### src/rtl/uart_rx.sv
// 8N1 serial receiver: synchronises rxd, finds the start edge, samples each bit mid-period
// and presents good bytes with a one-cycle valid pulse; bad stop bits pulse frame_err.
//
// state | meaning
// IDLE  | line idle, waiting for a falling edge on the synchronised line
// START | timing to the middle of the start bit to reject glitches
// DATA  | sampling the 8 data bits, LSB first, one per bit period
// STOP  | sampling the stop bit; after a framing error, waiting for the line to go high

module uart_rx #(
   parameter int SYSTEM_CLOCK = 32000000,
   parameter int BAUD_RATE    = 9600,
   parameter int CYC_COUNT    = SYSTEM_CLOCK / BAUD_RATE,
   parameter int HALF_COUNT   = CYC_COUNT / 2,
   parameter int CNT_W        = $clog2(CYC_COUNT) + 1
) (
   input  logic       clk,
   input  logic       rst_n,
   input  logic       rxd,
   output logic [7:0] data_out,
   output logic       valid,
   output logic       frame_err,
   output logic       busy,
   output logic [1:0] state_out_dbg
);

   localparam logic [CNT_W-1:0] CYC_LAST  = CNT_W'(CYC_COUNT - 1);
   localparam logic [CNT_W-1:0] HALF_LAST = CNT_W'(HALF_COUNT - 1);

   typedef enum logic [1:0] {
      IDLE  = 2'b00,
      START = 2'b01,
      DATA  = 2'b10,
      STOP  = 2'b11
   } state_t;

   state_t           state;
   logic             rxd_m;
   logic             rxd_s;
   logic             rxd_q;
   logic [CNT_W-1:0] cnt;
   logic [2:0]       bit_idx;
   logic [7:0]       shreg;
   logic             err_wait;

   always_ff @(posedge clk or negedge rst_n) begin
      if (!rst_n) begin
         rxd_m <= 1'b1;
         rxd_s <= 1'b1;
         rxd_q <= 1'b1;
      end else begin
         rxd_m <= rxd;
         rxd_s <= rxd_m;
         rxd_q <= rxd_s;
      end
   end

   always_ff @(posedge clk or negedge rst_n) begin
      if (!rst_n) begin
         state     <= IDLE;
         cnt       <= '0;
         bit_idx   <= 3'd0;
         shreg     <= 8'h00;
         data_out  <= 8'h00;
         valid     <= 1'b0;
         frame_err <= 1'b0;
         err_wait  <= 1'b0;
      end else begin
         valid     <= 1'b0;
         frame_err <= 1'b0;
         case (state)
            IDLE: begin
               if (rxd_q && !rxd_s) begin
                  state <= START;
                  cnt   <= '0;
               end
            end
            START: begin
               if (cnt == HALF_LAST) begin
                  cnt <= '0;
                  if (!rxd_s) begin
                     state   <= DATA;
                     bit_idx <= 3'd0;
                  end else begin
                     state <= IDLE;
                  end
               end else begin
                  cnt <= cnt + 1'b1;
               end
            end
            DATA: begin
               if (cnt == CYC_LAST) begin
                  cnt     <= '0;
                  shreg   <= {rxd_s, shreg[7:1]};
                  bit_idx <= bit_idx + 3'd1;
                  if (bit_idx == 3'd7)
                     state <= STOP;
               end else begin
                  cnt <= cnt + 1'b1;
               end
            end
            STOP: begin
               // The cycle after the sample is spent here so busy drops after valid.
               if (valid) begin
                  state <= IDLE;
                  cnt   <= '0;
               end else if (err_wait) begin
                  if (rxd_s) begin
                     state    <= IDLE;
                     err_wait <= 1'b0;
                     cnt      <= '0;
                  end
               end else if (cnt == CYC_LAST) begin
                  if (rxd_s) begin
                     data_out <= shreg;
                     valid    <= 1'b1;
                  end else begin
                     frame_err <= 1'b1;
                     err_wait  <= 1'b1;
                  end
               end else begin
                  cnt <= cnt + 1'b1;
               end
            end
            default: state <= IDLE;
         endcase
      end
   end

   assign busy          = (state != IDLE);
   assign state_out_dbg = state;

endmodule

### config.mk
export PLATFORM = sky130hd
export DESIGN_NAME = uart_rx
export DESIGN_NICKNAME = d
export VERILOG_FILES = /design/src/rtl/uart_rx.sv
export SDC_FILE = /design/constraint.sdc
export NUM_CORES = 1
export LEC_CHECK = 0
export CAP_MARGIN = 20
export CORE_ASPECT_RATIO = 1.2
export CORE_MARGIN = 5
export CORE_UTILIZATION = 25
export DETAILED_ROUTE_END_ITERATION = 10
export GPL_ROUTABILITY_DRIVEN = 0
export PLACE_DENSITY_LB_ADDON = 0.25
export SLEW_MARGIN = 15
export SYNTH_ARGS = -nofsm -noshare
export SYNTH_HDL_FRONTEND = slang
export SYNTH_SLANG_ARGS = --single-unit
### constraint.sdc
create_clock -name clk -period 1.79 [get_ports clk]
set_input_delay 0.4475 -clock clk [delete_from_list [all_inputs] [get_ports clk]]
set_output_delay 0.4475 -clock clk [all_outputs]
set_load 0.05 [all_outputs]
==> results.yml, run 1 <==
route:
  wl_per_cell_um: 13.3
  first_pass_iters: 5
  detail_route.iter0.violations: 33
  drc: 0
  vias_post_dr: 1472
  routed_wirelength_mm: 4.27
  vias_per_cell: 4.57
  drt.antenna.violating_nets: 0
die:
  floorplan.io_pins: 16
  floorplan.die.height_um: 106
  core_area_sq_mm: 0.00762
  row_count: 35
  initial_core_util_pct: 25.3
  die_span_x_um: 90.2
  design.die.area_sq_mm: 0.00958
setup_path:
  worstSetupStartpointType: "register"
  crit_path_max_fanout: 8
  cp_slowest_cell: "sky130_fd_sc_hd__or4_4"
  critical_path.startpoint: "cnt[1]"
  worst_setup_path_category: "register to register"
  critical-path-max-stage-delay_ps: 550
  rr_worst_depth: 6
  regToRegStartpoint: "cnt[1]"
  critical_path.endpoint_type: "register"
  crit_path_cell_trace: "inv_2 > ha_1 > and4_1 > nand4b_2 > or4_4 > mux2_4"
  cp.required_ps: 1970
  worst_ep_arrival_time_ps: 2170
final_layout:
  finish.net_count: 237
  fillCellCount: 781
  layout-area-overhead-vs-synth_pct: 38.7
  post_layout_nonfiller_instances: 322
  post_layout_util_pct: 35.1
  final_layout_size_suffix_gt1_share_pct: 45.7
  antennaDiodeCount: 0
place:
  port_buffers: 15
  dp_hpwl_mm: 3.22
  placed_cells_incl_taps: 308
grt:
  total_grt_overflow: 0
  grt_usage_pct: 9.32
  grt_pass1_wl_mm: 7.33
  largest_net_degree_at_the_start_of_global_routing: 23
  grt_antenna_before_repair: 0
  vias_in_the_first_global_route: 1572
yosys:
  synth-compound-area-share_pct: 11.3
  ys_flop_type: "sky130_fd_sc_hd__dfrtp_1"
  cell_type_contributing_the_most_total_cell_area_after_synthesis: "sky130_fd_sc_hd__dfrtp_1"
  synth_warnings: 0
  synth_top_family_by_area: "simple AND/OR/NAND/NOR gates"
  yosys.area_share.adder_pct: 3.24
  number_of_flops_mapped_to_enable_cells_by_yosys: 0
  post_syn_area_per_cell_sq_um: 11.3
  most_common_cell_in_the_synthesized_netlist: "sky130_fd_sc_hd__dfrtp_1"
  synthTopCellsByArea: "sky130_fd_sc_hd__dfrtp_1 48%, sky130_fd_sc_hd__mux2_4 6.2%, sky130_fd_sc_hd__dfstp_2 4.1%"
  synth_area_sq_mm: 0.00193
  synthXorXnorAreaFrac_pct: 2.27
  postSynthCellCount: 170
  share_of_the_synthesized_area_in_the_top_cell_type_pct: 48.0
  ys_seq_elements: 40
  post_synth_and_or_nand_nor_area_fraction_pct: 18.5
  synth_nets: 178
  synth-seq-area-share_pct: 52.1
  synth_common_cells: "37 x sky130_fd_sc_hd__dfrtp_1, 17 x sky130_fd_sc_hd__nand2_1, 15 x sky130_fd_sc_hd__nor2_1"
  synthArstFlopShare_pct: 100
  synth.area.mux_share_pct: 10.3
  yosysUniqueCellTypes: 41
timing:
  setup_repair_after_global_routing_missed_its_margin: "yes"
  worst_slew_pin_slew_ps: 503
  slew_headroom_pct: 66.4
  worst_hold_slack_ps: 106
  fin_setup_tns_ps: -3870
  period_share_pct: 111
  finalClockSkew_ps: 6.13
  timing.final.max_slew_violations: 0
  setup_ws_ps: -197
  final-setup-viol-count: 32
  finalWorstPathRequiredPeriod_ps: 1990
  final_number_of_hold_violating_endpoints: 0
  fmax_ghz: 0.503
power_and_ir_drop:
  total_power_w: 0.00237
  cellPowerDensity_mw_per_mm2: 884
  cellLeakagePower_nw: 1.35
  max-vdd-ir-drop_v: 0.000498
cts:
  tritoncts: "yes"
  cts.root.buffer_cell: "sky130_fd_sc_hd__clkbuf_8"
  h_tree_levels: 2
  cts_buffers: 5
  clk_latency_ps: 290
  cts_num_sinks: 40
  cts-root-to-sink-buffers: 2
  clock_slew_at_the_register_clock_pins_of_the_worst_setup_and_hold_paths_ps: 80
status:
  outcome: "finished, violations left"
  violated_checks: "negative setup slack"
worst_hold_path:
  worstHoldPathType: "primary input to async pin"
run:
  drv_cap: 0
worst max-delay path: cells and delay by family (launching register included):
family | cells | cell delay, ps
flip-flops | 1 | 390
multiplexers | 1 | 340
buffers and inverters | 1 | 90
AND/OR/NAND/NOR | 3 | 890
adder cells (fa/ha/maj) | 1 | 160
sequential cells by signal, summed over array words and instances, names as in the netlist, named ones only:
register / flops
bit_idx: 3
cnt: 13
data_out: 8
err_wait: 1
frame_err: 1
rxd_m: 1
rxd_q: 1
rxd_s: 1
shreg: 8
state_out_dbg: 1
valid: 1
routing by layer:
layer  vias up  part of all wire (%)  GRT usage (%)
met1       716                    43           11.3
li1        721                     -              -
met5         -                     0              0
met4         0                   1.6           2.98
met2        26                    52           16.0
met3         9                   3.7           2.55
report_power, final:
| group | switching, W | total [W] | leakage (nW) | internal, W |
|---|---|---|---|---|
| Sequential | 0.0000538 | 0.00103 | 0.534 | 0.000971 |
| Combinational | 0.000361 | 0.000741 | 0.768 | 0.000380 |
| Clock | 0.000327 | 0.000599 | 0.0479 | 0.000272 |
per-stage QoR:
| step | setup WS [ps] | cell area (sq um) |
|---|---|---|
| floorplan | -179 | 1990 |
| global placement | -185 | 2470 |
| detailed placement | -203 | 2470 |
| CTS | -188 | 2620 |
| global route | -276 | 2680 |
| finish | -197 | 2680 |
cells in the final DEF (no fill, tap or decap), drive strengths merged, types with 2 or more instances in the layout:
cell	count
dfrtp	37
or4	3
o21ai	9
clkinv	3
nand4b	2
a21oi	3
nand2	17
a21o	7
nand4	3
a22o	4
nor2b	2
buf	55
and4	2
nand3	4
nor3	3
xor2	5
nor2	15
inv	7
nand2b	3
nand3b	3
clkbuf	5
dfstp	3
ha	5
mux2	15
cell families after synthesis:
kind of cell / count (synthesis)
AO/OA/AOI/OAI: 31
XOR/XNOR: 5
adder cells (fa/ha/maj): 5
buffers and inverters: 11
flip-flops: 40
multiplexers: 15
AND/OR/NAND/NOR: 63
worst paths after layout:
check                         endpoint  slack (ps)
max in group asynchronous        rxd_m        1120
min reg2reg                      rxd_s         360
min                        data_out[1]         110
max reg2reg                data_out[7]        -200
max                        data_out[7]        -200
min in group clk                 rxd_s         360
final cells by class:
cell class	count	area [sq um]	share of cell area (%)
well taps	92	115	4.30
clock buffers	5	68.8	2.57
flip-flops and latches	40	1010	37.7
clock inverters	3	18.8	0.701
repair buffers	56	453	16.9
multi-input cells	119	986	36.8
inverters	7	26.3	0.982
what timing repair did:
action / CTS / global route
pin swaps: 1 / 3
endpoints found under the hold margin: 0 / 0
endpoints found under the setup margin: 36 / 37
hold buffers: 0 / 0
gates resized for setup: 15 / 8
setup buffers: 2 / 5
No activity file was read; power rests on OpenSTA's default activity.
==> inputs of run 2 (changes only) <==
--- a/config.mk
+++ b/config.mk
@@ -7,7 +7,6 @@
 export LEC_CHECK = 0
 export CAP_MARGIN = 20
 export CORE_ASPECT_RATIO = 1.2
-export CORE_MARGIN = 5
 export CORE_UTILIZATION = 25
 export DETAILED_ROUTE_END_ITERATION = 10
 export GPL_ROUTABILITY_DRIVEN = 0
==> results.yml, run 2 (synthesis results as in run 1) <==
route:
  detail_route.iter0.violations: 76
  routed_wirelength_mm: 4.27
  vias_post_dr: 1467
  drt.antenna.violating_nets: 0
  first_pass_iters: 4
  wl_per_cell_um: 13.2
  vias_per_cell: 4.53
  drc: 0
setup_path:
  worst_setup_path_category: "register to register"
  crit_path_max_fanout: 8
  worstSetupStartpointType: "register"
  worst_ep_arrival_time_ps: 2190
  rr_worst_depth: 6
  critical_path.startpoint: "cnt[1]"
  critical_path.endpoint_type: "register"
  regToRegStartpoint: "cnt[1]"
  ff2ff_setup_slack_ps: -210
  r2r_end: "data_out[6]"
  cp.required_ps: 1970
timing:
  fin_setup_tns_ps: -3920
  slew_headroom_pct: 70.5
  fmax_ghz: 0.499
  finalWorstPathRequiredPeriod_ps: 2000
  final_number_of_hold_violating_endpoints: 0
  setup_repair_after_global_routing_missed_its_margin: "yes"
  worst_slew_pin_slew_ps: 442
  period_share_pct: 112
  finalClockSkew_ps: 8.57
  final-setup-viol-count: 33
  setup_ws_ps: -212
  timing.final.max_slew_violations: 0
grt:
  grt_pass1_wl_mm: 6.91
  largest_net_degree_at_the_start_of_global_routing: 20
  grt_usage_pct: 11.5
  total_grt_overflow: 0
  vias_in_the_first_global_route: 1485
  grt_antenna_before_repair: 0
worst_hold_path:
  worstHoldPathType: "primary input to async pin"
place:
  port_buffers: 15
  placed_cells_incl_taps: 310
  dp_hpwl_mm: 3.18
final_layout:
  post_layout_util_pct: 37.7
  finish.net_count: 241
  layout-area-overhead-vs-synth_pct: 44.0
  layout.cells.most_common_list: "48 x sky130_fd_sc_hd__buf_4, 34 x sky130_fd_sc_hd__dfrtp_1, 16 x sky130_fd_sc_hd__nand2_1, 10 x sky130_fd_sc_hd__buf_6"
  largest_register_ffs: 13
  fillCellCount: 735
  antennaDiodeCount: 0
  layout.cells.most_common: "sky130_fd_sc_hd__buf_4"
  largest-register: "cnt"
  final_layout_size_suffix_gt1_share_pct: 49.1
  post_layout_nonfiller_instances: 324
  reg.largest.list: "cnt x13, data_out x8, shreg x8"
cts:
  cts_buffers: 5
  cts_num_sinks: 40
  clock_slew_at_the_register_clock_pins_of_the_worst_setup_and_hold_paths_ps: 90
  h_tree_levels: 2
  cts-root-to-sink-buffers: 2
  cts.root.buffer_cell: "sky130_fd_sc_hd__clkbuf_8"
  holdBufCountCts: 0
  clk_latency_ps: 300
  tritoncts: "yes"
die:
  row_count: 34
  die_span_x_um: 82.2
  floorplan.io_pins: 16
  initial_core_util_pct: 26.2
  design.die.area_sq_mm: 0.00807
  core_area_sq_mm: 0.00736
  floorplan.die.height_um: 98.2
power_and_ir_drop:
  switching_share_pct: 29.5
  clockPowerShare_pct: 29.9
  pwr-share-comb_pct: 31.1
  power.internal_w: 0.00186
  net-switching-power_w: 0.000777
  cellLeakagePower_nw: 1.40
  max-vdd-ir-drop_v: 0.000637
  cellPowerDensity_mw_per_mm2: 948
  power_frac_seq_pct: 39.0
status:
  outcome: "finished, violations left"
  violated_checks: "negative setup slack"
run:
  drv_cap: 0
## run 2: how the worst max path moves through the flow
stage | endpoint | slack [ps] | cells after the start
5_1_grt | cnt[11] | -280 | 8
3_5_place_dp | bit_idx[2] | -180 | 8
2_1_floorplan | data_out[0] | -180 | 7
3_3_place_gp | data_out[0] | -160 | 7
4_1_cts | data_out[1] | -170 | 7
6_report | data_out[6] | -210 | 6
## run 2: power by group through the flow
stage | clock, W | combinational (W) | sequential [W]
after floorplan | 0 | 0.000306 | 0.00108
after global placement | 0 | 0.000629 | 0.00104
after detailed placement | 0 | 0.000638 | 0.00104
after CTS | 0.000817 | 0.000673 | 0.00102
after global routing | 0.000859 | 0.000899 | 0.00104
final | 0.000787 | 0.000819 | 0.00103
## run 2: per-layer routing
| metal | track usage, % | part of all wire [%] | vias to the layer above |
|---|---|---|---|
| li1 | - | - | 728 |
| met1 | 14.2 | 45 | 715 |
| met2 | 18.9 | 51 | 19 |
| met3 | 3.36 | 2.9 | 5 |
| met4 | 3.64 | 0.94 | 0 |
| met5 | 0 | 0 | - |
## run 2: critical path, stage by stage, from the launching register on
cell and delay [ps]:
sky130_fd_sc_hd__dfrtp_1 400, sky130_fd_sc_hd__inv_2 100, sky130_fd_sc_hd__ha_2 180, sky130_fd_sc_hd__and4_4 230
sky130_fd_sc_hd__nand4b_4 120, sky130_fd_sc_hd__or4_4 550, sky130_fd_sc_hd__mux2_4 330
## run 2: layout make-up
class                      count  area [sq um]  share of cell area [%]
timing repair buffer          60           488                    17.6
inverter                       7          26.3                   0.946
tap                           90           113                    4.05
clock inverter                 2          38.8                    1.40
clock buffer                   6          82.6                    2.97
multi-input combinational    119          1020                    36.8
sequential                    40          1010                    36.3
## run 2: metrics by stage
| step | hold slack, ps | total power (W) | setup WS [ps] | instance area (sq um) |
|---|---|---|---|---|
| finish | 78.3 | 0.00263 | -212 | 2780 |
| global route | 99.8 | 0.00279 | -281 | 2780 |
| CTS | 86.0 | 0.00251 | -170 | 2630 |
| detailed placement | 347 | 0.00168 | -178 | 2470 |
| global placement | 347 | 0.00167 | -164 | 2470 |
| floorplan | 152 | 0.00138 | -179 | 1990 |
## run 2: timing repair
| action | 4_1_cts | 5_1_grt |
|---|---|---|
| hold endpoints to repair | 0 | 0 |
| resized for setup | 5 | 35 |
| setup buffers | 3 | 4 |
| endpoints found under the setup margin | 36 | 37 |
| pin swaps | 3 | 8 |
==> inputs of run 3 (changes only) <==
--- a/config.mk
+++ b/config.mk
@@ -10,8 +10,7 @@
 export CORE_UTILIZATION = 25
 export DETAILED_ROUTE_END_ITERATION = 10
 export GPL_ROUTABILITY_DRIVEN = 0
-export PLACE_DENSITY_LB_ADDON = 0.25
-export SLEW_MARGIN = 15
+export PLACE_DENSITY = 0.38
 export SYNTH_ARGS = -nofsm -noshare
 export SYNTH_HDL_FRONTEND = slang
 export SYNTH_SLANG_ARGS = --single-unit
==> results.yml, run 3 (synthesis results as in run 1) <==
cts:
  clock_slew_at_the_register_clock_pins_of_the_worst_setup_and_hold_paths_ps: 80
  holdBufCountCts: 0
  cts-root-to-sink-buffers: 2
  h_tree_levels: 2
  cts_num_sinks: 40
  clk_latency_ps: 290
  cts_buffers: 5
  tritoncts: "yes"
  cts.root.buffer_cell: "sky130_fd_sc_hd__clkbuf_8"
grt:
  grt_util_met3_pct: 3.36
  grt_usage_pct: 12.4
  most_congested_layer_reported_by_global_routing: "met2"
  grt_antenna_before_repair: 0
  grt_pass1_wl_mm: 7.47
  largest_net_degree_at_the_start_of_global_routing: 41
  vias_in_the_first_global_route: 1533
  met1_usage_pct: 14.3
  groute.layer.met2.usage_pct: 21.5
  total_grt_overflow: 0
die:
  die_span_x_um: 82.2
  floorplan.die.height_um: 98.2
  design.die.area_sq_mm: 0.00807
  row_count: 34
  core_area_sq_mm: 0.00736
  initial_core_util_pct: 26.2
  floorplan.io_pins: 16
route:
  routed_wirelength_mm: 4.52
  wl_per_cell_um: 14.2
  first_pass_iters: 4
  detail_route.iter0.violations: 56
  vias_post_dr: 1499
  drt.antenna.violating_nets: 0
  vias_per_cell: 4.71
  drc: 0
power_and_ir_drop:
  cellPowerDensity_mw_per_mm2: 870
  cellLeakagePower_nw: 1.31
  max-vdd-ir-drop_v: 0.000498
final_layout:
  finish.net_count: 235
  layout.cells.most_common_list: "46 x sky130_fd_sc_hd__buf_4, 34 x sky130_fd_sc_hd__dfrtp_1, 15 x sky130_fd_sc_hd__nand2_1, 12 x sky130_fd_sc_hd__nor2_1, 8 x sky130_fd_sc_hd__mux2_4"
  final_layout_size_suffix_gt1_share_pct: 48.2
  largest_register_ffs: 13
  largest-register: "cnt"
  reg.largest.list: "cnt x13, data_out x8, shreg x8"
  layout.cells.most_common: "sky130_fd_sc_hd__buf_4"
  post_layout_util_pct: 36.7
  antennaDiodeCount: 0
  layout-area-overhead-vs-synth_pct: 40.1
timing:
  timing.final.max_slew_violations: 0
  final-setup-viol-count: 32
  worst_slew_pin_slew_ps: 518
  setup_ws_ps: -225
  fin_setup_tns_ps: -3530
  finalClockSkew_ps: 2.92
  fmax_ghz: 0.496
  final_number_of_hold_violating_endpoints: 0
  finalWorstPathRequiredPeriod_ps: 2020
  period_share_pct: 113
  setup_repair_after_global_routing_missed_its_margin: "yes"
  slew_headroom_pct: 65.4
setup_path:
  critical_path.endpoint_type: "register"
  ff2ff_setup_slack_ps: -230
  worst_setup_path_category: "register to register"
  worst_ep_arrival_time_ps: 2200
  regToRegStartpoint: "cnt[0]"
  crit_path_max_fanout: 6
  cp.required_ps: 1970
  rr_worst_depth: 8
  r2r_end: "cnt[5]"
  worstSetupStartpointType: "register"
run:
  drv_cap: 0
place:
  dp_hpwl_mm: 3.30
  port_buffers: 15
  place_worst_setup_slack_ps: -245
worst_hold_path:
  worstHoldPathType: "primary input to async pin"
status:
  violated_checks: "negative setup slack"
  outcome: "finished, violations left"
[run 3: power by group]
part	switching [W]	internal [W]	leakage [nW]
Combinational	0.000370	0.000350	0.725
Clock	0.000328	0.000272	0.0479
Sequential	0.0000626	0.000971	0.534
[run 3: stage by stage]
step	instance area [sq um]	hold WS [ps]	std cells	total power, W
after floorplan	1990	152	170	0.00138
after global placement	2450	347	306	0.00162
after detailed placement	2450	347	306	0.00164
after CTS	2590	225	315	0.00228
after global routing	2700	253	318	0.00254
final	2700	209	318	0.00235
[run 3: metal layers]
metal,routed length (um),part of all wire (%)
met3,151,3.3
met5,0,0
met4,53,1.2
met2,2370,52
met1,1950,43
[run 3: worst max-delay path, cell delays in order (launching register included)]
cell and delay (ps):
sky130_fd_sc_hd__dfrtp_1 390, sky130_fd_sc_hd__buf_6 120, sky130_fd_sc_hd__ha_4 110, sky130_fd_sc_hd__nand3b_1 60, sky130_fd_sc_hd__or4_4 460, sky130_fd_sc_hd__o21ai_4 200, sky130_fd_sc_hd__nand3_4 160, sky130_fd_sc_hd__a21o_1 210
sky130_fd_sc_hd__a22o_1 190
[run 3: how the worst max path moves through the flow]
| stage | startpoint | endpoint | slack (ps) | depth (start not counted) |
|---|---|---|---|---|
| 2_1_floorplan | cnt[0] | data_out[0] | -180 | 7 |
| 3_3_place_gp | cnt[0] | cnt[8] | -210 | 8 |
| 3_5_place_dp | cnt[0] | cnt[12] | -240 | 8 |
| 4_1_cts | cnt[0] | cnt[3] | -240 | 8 |
| 5_1_grt | cnt[0] | cnt[5] | -300 | 8 |
| 6_report | cnt[0] | cnt[5] | -230 | 8 |
[run 3: area by class of cell]
cell class | count | area (sq um)
clock inverter | 3 | 18.8
clock buffer | 5 | 68.8
multi-input combinational | 119 | 1030
timing repair buffer | 54 | 437
inverter | 7 | 26.3
sequential | 40 | 1010
tap | 90 | 113
fill | 738 | 4660
[run 3: repair_timing]
action / in CTS / in global routing
gates resized for setup: 9 / 28
endpoints found under the setup margin: 35 / 37
pin swaps: 10 / 13
buffers inserted: 1 / 5
